## src/rtl/seq_div16_8_if.sv

```systemverilog
// Handshake and operand/result bundle for the seq_div16_8 divider.
// The master drives operands and out_ready; the slave (divider) drives results.
interface seq_div16_8_if;
    logic        in_valid;
    logic        in_ready;
    logic [15:0] dividend;
    logic [7:0]  divisor;
    logic        out_valid;
    logic        out_ready;
    logic [15:0] quotient;
    logic [7:0]  remainder;
    logic        div_by_zero;

    modport master (
        output in_valid, dividend, divisor, out_ready,
        input  in_ready, out_valid, quotient, remainder, div_by_zero
    );

    modport slave (
        input  in_valid, dividend, divisor, out_ready,
        output in_ready, out_valid, quotient, remainder, div_by_zero
    );
endinterface

```

## src/rtl/seq_div16_8.sv

```systemverilog
// Sequential radix-2 restoring divider, 16-bit / 8-bit, one quotient bit per clock.
// SEQ_DIV_EARLY_TERM_EN starts iterating at the dividend's leading one instead of bit 15.
module seq_div16_8 (
    input  logic         clk,
    input  logic         rst_n,
    seq_div16_8_if.slave bus
);
    typedef enum logic [1:0] {IDLE, BUSY, DONE} state_t;

    state_t      r_state, w_state_nxt;
    logic [3:0]  r_cnt,   w_cnt_nxt;
    logic [15:0] r_dvd,   w_dvd_nxt;
    logic [7:0]  r_dvs,   w_dvs_nxt;
    logic [7:0]  r_rem,   w_rem_nxt;
    logic [15:0] r_quot,  w_quot_nxt;
    logic        r_dbz,   w_dbz_nxt;

    logic [8:0]  w_trial;
    logic [8:0]  w_diff;
    logic [3:0]  w_start_cnt;
    logic        w_start_zero;

`ifdef SEQ_DIV_EARLY_TERM_EN
    // Leading-one index; bits above it would only shift zeros into the remainder.
    always_comb begin
        w_start_cnt = '0;
        for (int unsigned i = 0; i < 16; i++) begin
            if (bus.dividend[i]) w_start_cnt = 4'(i);
        end
        w_start_zero = (bus.dividend == '0);
    end
`else
    assign w_start_cnt  = 4'd15;
    assign w_start_zero = 1'b0;
`endif

    assign w_trial = {r_rem, r_dvd[r_cnt]};
    assign w_diff  = w_trial - {1'b0, r_dvs};

    always_comb begin
        w_state_nxt = r_state;
        w_cnt_nxt   = r_cnt;
        w_dvd_nxt   = r_dvd;
        w_dvs_nxt   = r_dvs;
        w_rem_nxt   = r_rem;
        w_quot_nxt  = r_quot;
        w_dbz_nxt   = r_dbz;
        case (r_state)
            IDLE: begin
                if (bus.in_valid) begin
                    w_dvd_nxt  = bus.dividend;
                    w_dvs_nxt  = bus.divisor;
                    w_rem_nxt  = '0;
                    w_quot_nxt = '0;
                    w_dbz_nxt  = 1'b0;
                    if (bus.divisor == '0) begin
                        w_state_nxt = DONE;
                        w_quot_nxt  = '1;
                        w_rem_nxt   = bus.dividend[7:0];
                        w_dbz_nxt   = 1'b1;
                    end else if (w_start_zero) begin
                        w_state_nxt = DONE;
                    end else begin
                        w_state_nxt = BUSY;
                        w_cnt_nxt   = w_start_cnt;
                    end
                end
            end
            BUSY: begin
                if (w_trial >= {1'b0, r_dvs}) begin
                    w_rem_nxt         = w_diff[7:0];
                    w_quot_nxt[r_cnt] = 1'b1;
                end else begin
                    w_rem_nxt = w_trial[7:0];
                end
                if (r_cnt == '0) w_state_nxt = DONE;
                else             w_cnt_nxt   = r_cnt - 4'd1;
            end
            DONE: begin
                if (bus.out_ready) w_state_nxt = IDLE;
            end
            default: w_state_nxt = IDLE;
        endcase
    end

    always_ff @(posedge clk or negedge rst_n) begin
        if (!rst_n) r_state <= IDLE;
        else        r_state <= w_state_nxt;
    end

    always_ff @(posedge clk or negedge rst_n) begin
        if (!rst_n) begin
            r_cnt  <= '0;
            r_dvd  <= '0;
            r_dvs  <= '0;
            r_rem  <= '0;
            r_quot <= '0;
            r_dbz  <= 1'b0;
        end else begin
            r_cnt  <= w_cnt_nxt;
            r_dvd  <= w_dvd_nxt;
            r_dvs  <= w_dvs_nxt;
            r_rem  <= w_rem_nxt;
            r_quot <= w_quot_nxt;
            r_dbz  <= w_dbz_nxt;
        end
    end

    assign bus.in_ready    = (r_state == IDLE);
    assign bus.out_valid   = (r_state == DONE);
    assign bus.quotient    = r_quot;
    assign bus.remainder   = r_rem;
    assign bus.div_by_zero = r_dbz;
endmodule
```

## src/flat_wrapper.sv

```systemverilog
// flat-port wrapper written by rule: the top's interface ports become plain ports
module seq_div16_8_flat 
  (clk, rst_n, bus_in_valid, bus_dividend, bus_divisor, bus_out_ready, bus_in_ready, bus_out_valid, bus_quotient, bus_remainder, bus_div_by_zero);
  seq_div16_8_if bus_i ();
  input  logic clk;
  input  logic rst_n;
  input wire logic [$bits(bus_i.in_valid)-1:0] bus_in_valid;
  input wire logic [$bits(bus_i.dividend)-1:0] bus_dividend;
  input wire logic [$bits(bus_i.divisor)-1:0] bus_divisor;
  input wire logic [$bits(bus_i.out_ready)-1:0] bus_out_ready;
  output wire logic [$bits(bus_i.in_ready)-1:0] bus_in_ready;
  output wire logic [$bits(bus_i.out_valid)-1:0] bus_out_valid;
  output wire logic [$bits(bus_i.quotient)-1:0] bus_quotient;
  output wire logic [$bits(bus_i.remainder)-1:0] bus_remainder;
  output wire logic [$bits(bus_i.div_by_zero)-1:0] bus_div_by_zero;
  assign bus_i.in_valid = bus_in_valid;
  assign bus_i.dividend = bus_dividend;
  assign bus_i.divisor = bus_divisor;
  assign bus_i.out_ready = bus_out_ready;
  assign bus_in_ready = bus_i.in_ready;
  assign bus_out_valid = bus_i.out_valid;
  assign bus_quotient = bus_i.quotient;
  assign bus_remainder = bus_i.remainder;
  assign bus_div_by_zero = bus_i.div_by_zero;
  seq_div16_8 u_core (.clk(clk), .rst_n(rst_n), .bus(bus_i));
endmodule
```

## config.mk

```make
export PLATFORM = sky130hd
export DESIGN_NAME = seq_div16_8_flat
export DESIGN_NICKNAME = d
export VERILOG_FILES = /design/src/rtl/seq_div16_8_if.sv /design/src/rtl/seq_div16_8.sv /design/src/flat_wrapper.sv
export SDC_FILE = /design/constraint.sdc
export NUM_CORES = 1
export LEC_CHECK = 0
export BUFFER_PORTS_ARGS = -buffer_cell sky130_fd_sc_hd__clkbuf_2
export CAP_MARGIN = 10
export CORE_MARGIN = 2
export CORE_UTILIZATION = 40
export DETAILED_ROUTE_END_ITERATION = 10
export PLACE_DENSITY = 0.72
export REMOVE_ABC_BUFFERS = 1
export SLEW_MARGIN = 20
export SYNTH_ARGS = -nofsm -noshare
export SYNTH_HDL_FRONTEND = slang
export SYNTH_SLANG_ARGS = --single-unit
```

## constraint.sdc

```tcl
create_clock -name clk -period 2.9 [get_ports clk]
set_input_delay 0.145 -clock clk [delete_from_list [all_inputs] [get_ports clk]]
set_output_delay 0.145 -clock clk [all_outputs]
set_load 0.02 [all_outputs]
```

==> results.py <==
metrics = {
    "timing": {
        "max_clock_freq_mhz": 355,
        "fin_hold_ws_ps": 16.1,
        "fin_crit_sh_pct": 97.0,
        "drv_slew": 0,
        "finalSetupViolCount": 0,
        "worstMarginPinSlew_ps": 759,
        "slew_headroom_pct": 49.4,
        "fin_skew_ps": 8.67,
        "rsz0062_at_grt": "yes",
        "min_period_ps": 2810,
        "hold_viol_final": 0,
    },
    "power_and_ir_drop": {
        "p_int_mw": 2.52,
        "p_comb_share_pct": 61.9,
        "irDropWorstVdd_mv": 0.685,
        "switchingPower_mw": 2.16,
        "clkPwrFrac_pct": 9.6,
        "leakage_nw": 1.72,
        "power_density_nw_per_um2": 1290,
        "p_seq_share_pct": 28.5,
        "swShare_pct": 46.2,
    },
    "layout": {
        "mostFrequentLayoutCell": "nand2_1",
        "diodes": 0,
        "final_core_util_pct": 50.0,
        "drive_gt1_share_pct": 26.6,
        "layout_common_cells": "90 x nand2_1, 54 x clkbuf_2, 54 x dfrtp_1",
        "fill_cells": 684,
        "syn_to_final_growth_pct": 20.7,
        "instances_no_fill": 493,
        "layout.nets": 434,
    },
    "critical_path": {
        "crit_type": "reg2reg",
        "crit_arrival_ps": 3010,
        "critical_path_buf_inv_count": 1,
        "cp-end-kind": "register",
        "cp_slowest_cell": "mux4_2",
        "cp_max_fo": 7,
        "crit_required_ps": 3100,
        "start_kind": "register",
        "path_delay_family": "multiplexers",
        "cpPeakStageDelay_ps": 530,
        "path_cells": "mux4_2 -> nor2_1 -> nor2_1 -> o21ai_2 -> ha_2 -> nand2b_4 -> a21oi_2 -> o21ai_2 -> a41oi_4 -> buf_12 -> mux2i_4 -> a21oi_1",
    },
    "drt": {
        "routed-via-count": 2565,
        "wl_um": 7180,
        "m1WireLength_um": 3320,
        "drtIter0Drc": 166,
        "drcViolationCount": 0,
        "detail-route-antenna-nets": 0,
        "met2_length_um": 3400,
        "viasPerCell": 5.20,
        "drt_first_pass_iters": 4,
        "wl_met3_um": 286,
        "wire_per_inst_um": 14.6,
        "top_layer_used": "met4",
    },
    "cts": {
        "numCtsBuffers": 5,
        "clock_latency_ps": 320,
        "cts_htree_levels": 2,
        "clk_pin_slew_ps": 100,
        "cts_root_buf": "clkbuf_8",
        "cts_sinks": 55,
        "cts_tree": "done",
        "cts_max_path_buffers": 2,
    },
    "die": {
        "start_util_pct": 41.4,
        "ios": 55,
        "die_h_um": 90.6,
        "core-area_um2": 7250,
        "row_count": 31,
        "dieArea_um2": 8220,
        "die_x_um": 90.6,
    },
    "logic_synthesis": {
        "yosys_register_bits": 55,
        "synth.cell_area_um2": 3000,
        "avgSynthCellArea_um2": 8.94,
        "ys_types": 45,
        "syn_inst": 336,
        "ys_seq_area_share_pct": 45.8,
        "yosysWarnings": 0,
    },
    "grt": {
        "grt_pass1_vias": 2519,
        "antenna_found_initial": 0,
        "grt_overflow_total": 0,
        "grt_pass1_wl_um": 12300,
        "track_usage_pct": 18.3,
        "grt_max_degree": 32,
    },
    "place": {
        "gp_congestion": 0.842,
        "dp_cells": 481,
        "portBuffers": 54,
        "dp_hpwl_um": 5030,
    },
    "worst_hold_path": {
        "min_path_type": "in2reg",
    },
    "run_status": {
        "outcome": "finished clean",
    },
    "job": {
        "maxCapViolations": 0,
    },
}
registers in the layout (all words and copies together), names as in the netlist:
register and flops:
u_core.bus.div_by_zero 1, u_core.bus.remainder 8, u_core.r_dvs 8, u_core.r_state 2, u_core.r_dvd 16, u_core.bus.quotient 16, u_core.r_cnt 4
metal layers:
layer	up-vias	GRT usage (%)
met5	-	0
met4	0	6.54
met3	10	2.92
met2	53	28.7
met1	1237	25.6
li1	1265	-
cell type report:
type                            instances  area [um2]  area share [%]
Clock buffer                            5        68.8            1.90
Clock inverter                          3        25.0           0.691
Inverter                               13        48.8            1.35
Multi-Input combinational cell        249        1560            43.2
Sequential cell                        55        1380            38.0
Tap cell                               99         124            3.42
Timing Repair Buffer                   69         415            11.5
power groups by stage:
stage | Combinational, mW | Sequential, mW | Clock (mW)
4_1_cts | 2.57 | 1.33 | 0.461
3_3_place_gp | 2.46 | 1.34 | 0
6_report | 2.90 | 1.33 | 0.449
5_1_grt | 3.22 | 1.37 | 0.508
2_1_floorplan | 1.70 | 1.42 | 0
3_5_place_dp | 2.52 | 1.34 | 0
synthesized netlist by cell type, drive strengths merged:
library cell	instances	area, um2
o21a	3	30.0
a211oi	4	30.0
nand3	8	40.0
dfrtp	55	1380
nand2	90	338
nor3	4	25.0
nor2b	2	12.5
o211ai	1	7.51
and3	3	18.8
nor4	2	12.5
o21bai	2	15.0
a21oi	15	78.8
inv	13	48.8
nand2b	3	18.8
a21o	4	30.0
buf	10	60.1
nor2	26	100
a2bb2oi	2	23.8
a31oi	6	37.5
a211o	2	17.5
clkbuf	10	37.5
fa	1	20.0
mux2i	3	30.0
a41oi	5	62.6
o31ai	1	7.51
mux4	4	90.1
a311oi	1	8.76
o32ai	1	8.76
xor2	3	26.3
and2	2	12.5
nor3b	1	7.51
a221oi	2	30.0
xnor2	2	17.5
ha	12	150
a22oi	1	12.5
o21ai	32	160
path summary, 6_finish.rpt:
check / start / end / slack [ps] / depth (start not counted)
setup / recovery: u_core.r_cnt[0]$_DFFE_PN0P_ / u_core.bus.remainder[3]$_DFFE_PN0P_ / 90 / 12
hold / removal: bus_out_ready / u_core.r_state[1]$_DFFE_PN0P_ / 20 / 2
setup reg to reg: u_core.r_cnt[0]$_DFFE_PN0P_ / u_core.bus.remainder[3]$_DFFE_PN0P_ / 90 / 12
hold reg to reg: u_core.r_dvd[14]$_DFFE_PN0P_ / u_core.r_dvd[14]$_DFFE_PN0P_ / 480 / 2
max in group asynchronous: rst_n / u_core.r_cnt[0]$_DFFE_PN0P_ / 1640 / 3
min in group asynchronous: rst_n / u_core.bus.quotient[1]$_DFFE_PN0P_ / 430 / 2
logic make-up (layout without fill, tap and decap cells):
logic type,Yosys count,count (layout),share of synthesized area (%)
XOR/XNOR,5,5,1.46
AO/OA/AOI/OAI,82,83,18.7
multiplexers,7,7,4.00
adder cells (fa/ha/maj),13,13,5.67
flip-flops,55,55,45.8
AND/OR/NAND/NOR,141,141,19.5
buffers and inverters,33,90,4.88
stage by stage:
step	setup slack (ps)	cell area (um2)	TNS, ps	total power, mW
after floorplan	27.6	2910	0	3.12
after global routing	-69.2	3620	-438	5.10
after global placement	21.9	3400	0	3.80
after detailed placement	-91.7	3400	-1460	3.86
after CTS	40.7	3520	0	4.35
final	85.9	3620	0	4.68
timing repair:
item,CTS,global route
resized for setup,2,15
setup buffers,1,0
setup endpoints to repair,21,24
hold buffers,1,0
gates cloned,0,2
endpoints found under the hold margin,30,0
pin swaps,0,8
Power figures use the tool's default switching activity.
